<file path="config.mk">
export PLATFORM = sky130hd
export DESIGN_NAME = pipe_dmem_arbiter
export DESIGN_NICKNAME = d
export VERILOG_FILES = /design/src/rtl/pipe_dmem_arbiter.sv
export SDC_FILE = /design/constraint.sdc
export NUM_CORES = 1
export LEC_CHECK = 0
export CORE_MARGIN = 2
export CORE_UTILIZATION = 40
export DETAILED_ROUTE_END_ITERATION = 10
export PLACE_DENSITY = 0.79
export SLEW_MARGIN = 10
export SYNTH_ARGS = -nofsm -noshare
export SYNTH_HDL_FRONTEND = slang
export SYNTH_SLANG_ARGS = --single-unit
</file>
<file path="constraint.sdc">
create_clock -name clock -period 2 [get_ports clock]
set_input_delay 0.5 -clock clock [delete_from_list [all_inputs] [get_ports clock]]
set_output_delay 0.5 -clock clock [all_outputs]
set_load 0.01 [all_outputs]
</file>
<file path="src/rtl/pipe_dmem_arbiter.sv">
// Purpose : shares the single-port data RAM between the CPU MEM stage and a DMA/loader port.
// Latency : request seen in IDLE at T0 -> mem_en at T1 -> ack (and read data) at T0+MEM_LAT+2.
// Backpr. : one access in flight; the other requester waits on its level req, CPU sees cpu_stall.
//
// Ports:
//   clock, reset          rising-edge clock, synchronous active-high reset
//   cpu_req/we/addr/wdata CPU request (level, held until cpu_ack); cpu_rdata/cpu_ack back
//   cpu_stall             cpu_req & ~cpu_ack
//   dma_req/we/addr/wdata DMA request (level, held until dma_ack); dma_rdata/dma_ack back
//   mem_en/we/addr/wdata  RAM command, mem_en high exactly one cycle per access
//   mem_rdata             RAM read data, valid MEM_LAT cycles after mem_en
//   busy                  high whenever the arbiter is not IDLE
// Optional: define ARB_PERF_CNT_EN to add stall_cnt and dma_grant_cnt outputs.

module pipe_dmem_arbiter #(
  parameter int AW      = 32,
  parameter int DW      = 32,
  parameter int MEM_LAT = 1
) (
  input  logic          clock,
  input  logic          reset,
  input  logic          cpu_req,
  input  logic          cpu_we,
  input  logic [AW-1:0] cpu_addr,
  input  logic [DW-1:0] cpu_wdata,
  output logic [DW-1:0] cpu_rdata,
  output logic          cpu_ack,
  output logic          cpu_stall,
  input  logic          dma_req,
  input  logic          dma_we,
  input  logic [AW-1:0] dma_addr,
  input  logic [DW-1:0] dma_wdata,
  output logic [DW-1:0] dma_rdata,
  output logic          dma_ack,
  output logic          mem_en,
  output logic          mem_we,
  output logic [AW-1:0] mem_addr,
  output logic [DW-1:0] mem_wdata,
  input  logic [DW-1:0] mem_rdata,
  output logic          busy
`ifdef ARB_PERF_CNT_EN
  ,
  output logic [31:0]   stall_cnt,
  output logic [31:0]   dma_grant_cnt
`endif
);

  if (MEM_LAT < 1 || MEM_LAT > 4) begin : g_bad_mem_lat
    $error("pipe_dmem_arbiter: MEM_LAT=%0d is outside the legal range 1..4", MEM_LAT);
  end

  typedef enum logic [1:0] {
    S_IDLE  = 2'd0,
    S_ISSUE = 2'd1,
    S_WAIT  = 2'd2,
    S_DONE  = 2'd3
  } state_t;

  localparam logic OWN_CPU = 1'b0;
  localparam logic OWN_DMA = 1'b1;

  state_t          state_q, state_d;
  logic            owner_q, owner_d;
  logic            last_owner_q, last_owner_d;
  logic            acc_we_q, acc_we_d;
  logic [2:0]      lat_cnt_q, lat_cnt_d;
  logic            mem_en_q, mem_en_d;
  logic            mem_we_q, mem_we_d;
  logic [AW-1:0]   mem_addr_q, mem_addr_d;
  logic [DW-1:0]   mem_wdata_q, mem_wdata_d;
  logic            cpu_ack_q, cpu_ack_d;
  logic            dma_ack_q, dma_ack_d;
  logic [DW-1:0]   cpu_rdata_q, cpu_rdata_d;
  logic [DW-1:0]   dma_rdata_q, dma_rdata_d;
  logic            busy_q, busy_d;

  // DMA wins only when it is alone, or on a tie when the CPU owned the previous access.
  logic grant_dma;
  assign grant_dma = dma_req & (~cpu_req | (last_owner_q == OWN_CPU));

  always_comb begin
    state_d      = state_q;
    owner_d      = owner_q;
    last_owner_d = last_owner_q;
    acc_we_d     = acc_we_q;
    lat_cnt_d    = lat_cnt_q;
    mem_en_d     = 1'b0;
    mem_we_d     = 1'b0;
    mem_addr_d   = mem_addr_q;
    mem_wdata_d  = mem_wdata_q;
    cpu_ack_d    = 1'b0;
    dma_ack_d    = 1'b0;
    cpu_rdata_d  = cpu_rdata_q;
    dma_rdata_d  = dma_rdata_q;

    unique case (state_q)
      S_IDLE: begin
        if (cpu_req || dma_req) begin
          // The RAM command registers double as the latched request, so
          // they already hold the access when ISSUE drives mem_en.
          owner_d      = grant_dma;
          last_owner_d = grant_dma;
          acc_we_d     = grant_dma ? dma_we : cpu_we;
          mem_addr_d   = grant_dma ? dma_addr : cpu_addr;
          mem_wdata_d  = grant_dma ? dma_wdata : cpu_wdata;
          mem_en_d     = 1'b1;
          mem_we_d     = grant_dma ? dma_we : cpu_we;
          state_d      = S_ISSUE;
        end
      end
      S_ISSUE: begin
        lat_cnt_d = 3'(MEM_LAT);
        state_d   = S_WAIT;
      end
      S_WAIT: begin
        lat_cnt_d = lat_cnt_q - 3'd1;
        // Counter hits zero on this edge: RAM data is valid now.
        if (lat_cnt_q == 3'd1) begin
          if (!acc_we_q) begin
            if (owner_q == OWN_DMA) dma_rdata_d = mem_rdata;
            else                    cpu_rdata_d = mem_rdata;
          end
          cpu_ack_d = (owner_q == OWN_CPU);
          dma_ack_d = (owner_q == OWN_DMA);
          state_d   = S_DONE;
        end
      end
      S_DONE: begin
        // No arbitration here: the owner's req is still high this cycle.
        state_d = S_IDLE;
      end
      default: state_d = S_IDLE;
    endcase

    busy_d = (state_d != S_IDLE);
  end

  always_ff @(posedge clock) begin
    if (reset) begin
      state_q      <= S_IDLE;
      owner_q      <= OWN_DMA;
      last_owner_q <= OWN_DMA;
      acc_we_q     <= 1'b0;
      lat_cnt_q    <= 3'd0;
      mem_en_q     <= 1'b0;
      mem_we_q     <= 1'b0;
      mem_addr_q   <= '0;
      mem_wdata_q  <= '0;
      cpu_ack_q    <= 1'b0;
      dma_ack_q    <= 1'b0;
      cpu_rdata_q  <= '0;
      dma_rdata_q  <= '0;
      busy_q       <= 1'b0;
    end else begin
      state_q      <= state_d;
      owner_q      <= owner_d;
      last_owner_q <= last_owner_d;
      acc_we_q     <= acc_we_d;
      lat_cnt_q    <= lat_cnt_d;
      mem_en_q     <= mem_en_d;
      mem_we_q     <= mem_we_d;
      mem_addr_q   <= mem_addr_d;
      mem_wdata_q  <= mem_wdata_d;
      cpu_ack_q    <= cpu_ack_d;
      dma_ack_q    <= dma_ack_d;
      cpu_rdata_q  <= cpu_rdata_d;
      dma_rdata_q  <= dma_rdata_d;
      busy_q       <= busy_d;
    end
  end

  assign mem_en    = mem_en_q;
  assign mem_we    = mem_we_q;
  assign mem_addr  = mem_addr_q;
  assign mem_wdata = mem_wdata_q;
  assign cpu_ack   = cpu_ack_q;
  assign dma_ack   = dma_ack_q;
  assign cpu_rdata = cpu_rdata_q;
  assign dma_rdata = dma_rdata_q;
  assign busy      = busy_q;
  assign cpu_stall = cpu_req & ~cpu_ack_q;

`ifdef ARB_PERF_CNT_EN
  logic [31:0] stall_cnt_q, stall_cnt_d;
  logic [31:0] dma_grant_cnt_q, dma_grant_cnt_d;

  always_comb begin
    stall_cnt_d     = stall_cnt_q + {31'd0, cpu_stall};
    dma_grant_cnt_d = dma_grant_cnt_q + {31'd0, (state_q == S_IDLE) & grant_dma};
  end

  always_ff @(posedge clock) begin
    if (reset) begin
      stall_cnt_q     <= 32'd0;
      dma_grant_cnt_q <= 32'd0;
    end else begin
      stall_cnt_q     <= stall_cnt_d;
      dma_grant_cnt_q <= dma_grant_cnt_d;
    end
  end

  assign stall_cnt     = stall_cnt_q;
  assign dma_grant_cnt = dma_grant_cnt_q;
`endif

endmodule
</file>
==> impl_results.md <==
* Clk Latency, worst-skew pair at between 0.4 and 0.5 ns
* Number of filler cells placed in the layout at between 1000 and 1500
* Post-synth EDFFs at 0
* Pwr Density at 1150 mW/mm²
* Least-Margin Pin Slew at roughly 0.38 ns
* Routed WL per cell at approximately 16 µm
* Largest net degree at the start of global routing at 47
* Area grow syn2layout at 61.9%
* DP Cell Count at around 1100
* Post-route antenna net violation count at 0
* Initial Util at about two fifths
* Synthesized instance count at ~660
* Net Switching at slightly below 4 mW
* FFs w/ async S/R, synth at 0%
* Mapped cell area at slightly above 0.006 mm²
* CTS root buffer: clkbuf_16
* Syn nets at between 800 and 900
* WS Path Type: primary input to primary output
* Die height at approximately 130 µm
* Status: completed
* Slew Viols, Final at 0
* Netlist cell types at 35
* Vias per cell at ~5
* Final core area utilization at around two thirds
* Clock Skew at between 0.008 and 0.009 ns
* Die Area at roughly 0.017 mm²
* Post-route cell area at about 0.01 mm²
* Maximum VDD drop at around 0.66 mV
* Setup bufs post-CTS at 0
* Startpoint Class: primary input
* Most frequent cells in the layout: 297 x clkdlybuf4s50_1, 140 x dfxtp_1, 97 x nand2b_1
* Post-Route WL at between 15 and 20 mm
* RSZ-0062 raised after global routing: no
* Syn_area_per_cell at around 9.4 µm²
* CTS Hold Bufs at 0
* Initial DRC Count at around 210
* TritonCTS clock tree: done
* Layout cell share with drive strength beyond 1 at between 10% and 20%
* Final setup viols at 0
* Seq pwr share at around a third
* Switching part of the total at 33.5%
* Sequential share of the synthesized area at a little under half
* Number of synthesized register bits at 140
* Cts bufs inserted at 17
* H-Tree Depth at 4
* Crit-path max FO at 2
* Placed cell area at 0.00944 mm²
* Diode count at 0
* # IOs at 300
* GRT overflow at 0
* Slew Limit Headroom at 74.4%
* CP required at around 1.5 ns
* Final std cells w/o fill at ~1100
* Maxcap violations at 0
* Tcrit/Tclk final at between 90% and 100%
* Max Fclk at about 0.51 GHz
* Drt drc at 0
* Clock sinks at 140
* Pleak at about 4 nW
* # port buffers at ~300
* Final count of hold timing violations at 0
* CTS max path bufs at 2
* Initial antenna violation count at 0
* Overall routing resource usage at between 20% and 30%
* Combinational fraction of design power at between 40% and 50%
* Die X at roughly 130 µm
* Core Box Area at roughly 0.015 mm²
* Top_reg_cell synth: dfxtp_1
* Nets at between 1000 and 1500
* # rows at 45
* Detailed-router iteration count before antenna repair at 5
* Vias in the first global route at between 5000 and 6000
* CTS clock-pin slew for the worst setup and hold paths at about 0.06 ns
* Hold Path Class: flop to flop
* Int Power at around 7.7 mW
* Via count at around 5700
* Gpl congestion at a little over 0.8
* Crit end category: primary output
* Clock Power Share at 27.5%
* Final HPWL DP at between 10 and 15 mm
* Commonest non-fill, non-tap cell in the layout: clkdlybuf4s50_1
* Arrival time at the worst endpoint at ~1.5 ns
* Min Tclk post-route at 1.97 ns
* Ys Warns at 0
* First-pass GRT wire length at between 20 and 30 mm
## metal layers
layer	share of wire (%)	wire length, µm	global-route usage (%)
met2	48	9040	37.0
met4	2.8	528	9.63
met1	41	7650	25.4
met3	8.1	1520	7.90
met5	0	0	0
## path summary, 6_finish.rpt
check,end,slack [ns],cells past startpoint,start
worst max-delay path,cpu_stall,0.03,3,cpu_req
worst min-delay path,lat_cnt_q[1]$_SDFFE_PP0P_,0.47,2,lat_cnt_q[1]$_SDFFE_PP0P_
worst max register to register,cpu_rdata[10]$_SDFFE_PP0P_,0.36,5,lat_cnt_q[0]$_SDFFE_PP0P_
worst min register to register,lat_cnt_q[1]$_SDFFE_PP0P_,0.47,2,lat_cnt_q[1]$_SDFFE_PP0P_
## through the flow
| stage | hold slack [ns] | total power, mW | setup TNS [ns] | worst slack, ns |
|---|---|---|---|---|
| global route | 0.488 | 12.1 | 0 | 0.00262 |
| global placement | 0.450 | 8.32 | -3.75 | -0.298 |
| detailed placement | 0.460 | 8.37 | -3.37 | -0.263 |
| CTS | 0.472 | 11.6 | 0 | 0.0135 |
| floorplan | 0.439 | 6.31 | 0 | 0.479 |
| finish | 0.470 | 11.5 | 0 | 0.0336 |
## registers in the layout, summed over array words and instances (netlist names)
name          count
mem_en            1
dma_ack           1
mem_we            1
mem_addr         32
lat_cnt_q         3
busy              1
mem_wdata        32
dma_rdata        32
acc_we_q          1
cpu_rdata        32
last_owner_q      1
state_q           2
cpu_ack           1
## synth_stat cells, drive strengths merged, types with 2 or more instances
| cell | number | area [µm²] |
|---|---|---|
| dfxtp | 140 | 2800 |
| nand2b | 97 | 607 |
| nor2 | 68 | 255 |
| a21oi | 67 | 335 |
| nand2 | 67 | 251 |
| a211oi | 64 | 731 |
| mux2i | 64 | 641 |
| buf | 40 | 245 |
| clkbuf | 16 | 61.3 |
| inv | 6 | 22.5 |
| ha | 5 | 62.6 |
| nor2b | 3 | 21.3 |
| o21ai | 3 | 15.0 |
| a21boi | 2 | 18.8 |
| nand4b | 2 | 17.5 |
| nor4bb | 2 | 20.0 |
## repair_timing
item,CTS,global route
hold endpoints to repair,0,0
cloned,0,0
resized for setup,1,1
endpoints found under the setup margin,1,1
## final cells by class
cell class / instances / area [µm²] / area share (%)
clock buffer: 19 / 443 / 4.42
clock inverter: 11 / 146 / 1.46
inverter: 6 / 22.5 / 0.225
multi-input combinational: 456 / 3100 / 30.9
sequential: 140 / 2800 / 27.9
tap: 188 / 235 / 2.35
timing repair buffer: 321 / 3280 / 32.7
## power by group through the flow
stage	Combinational, mW	Sequential, mW	Clock (mW)
after floorplan	2.35	3.96	0
after global placement	4.57	3.75	0
after detailed placement	4.61	3.76	0
after CTS	4.65	3.71	3.23
after global routing	4.99	3.78	3.35
final	4.64	3.72	3.18
## cells by family after synthesis
group	count (synthesis)	synth area share [%]
muxes	64	10.3
DFF	140	45.2
AOI/OAI and AO/OA	141	18.4
and+or+nand+nor	246	19.7
adders and majority gates	5	1.01
buffers and inverters	62	5.31
## worst max-delay path, stage by stage
cell and delay [ns]:
clkdlybuf4s50_1 0.54, nor2b_1 0.16, clkdlybuf4s15_1 0.26
Power figures use the tool's default switching activity.
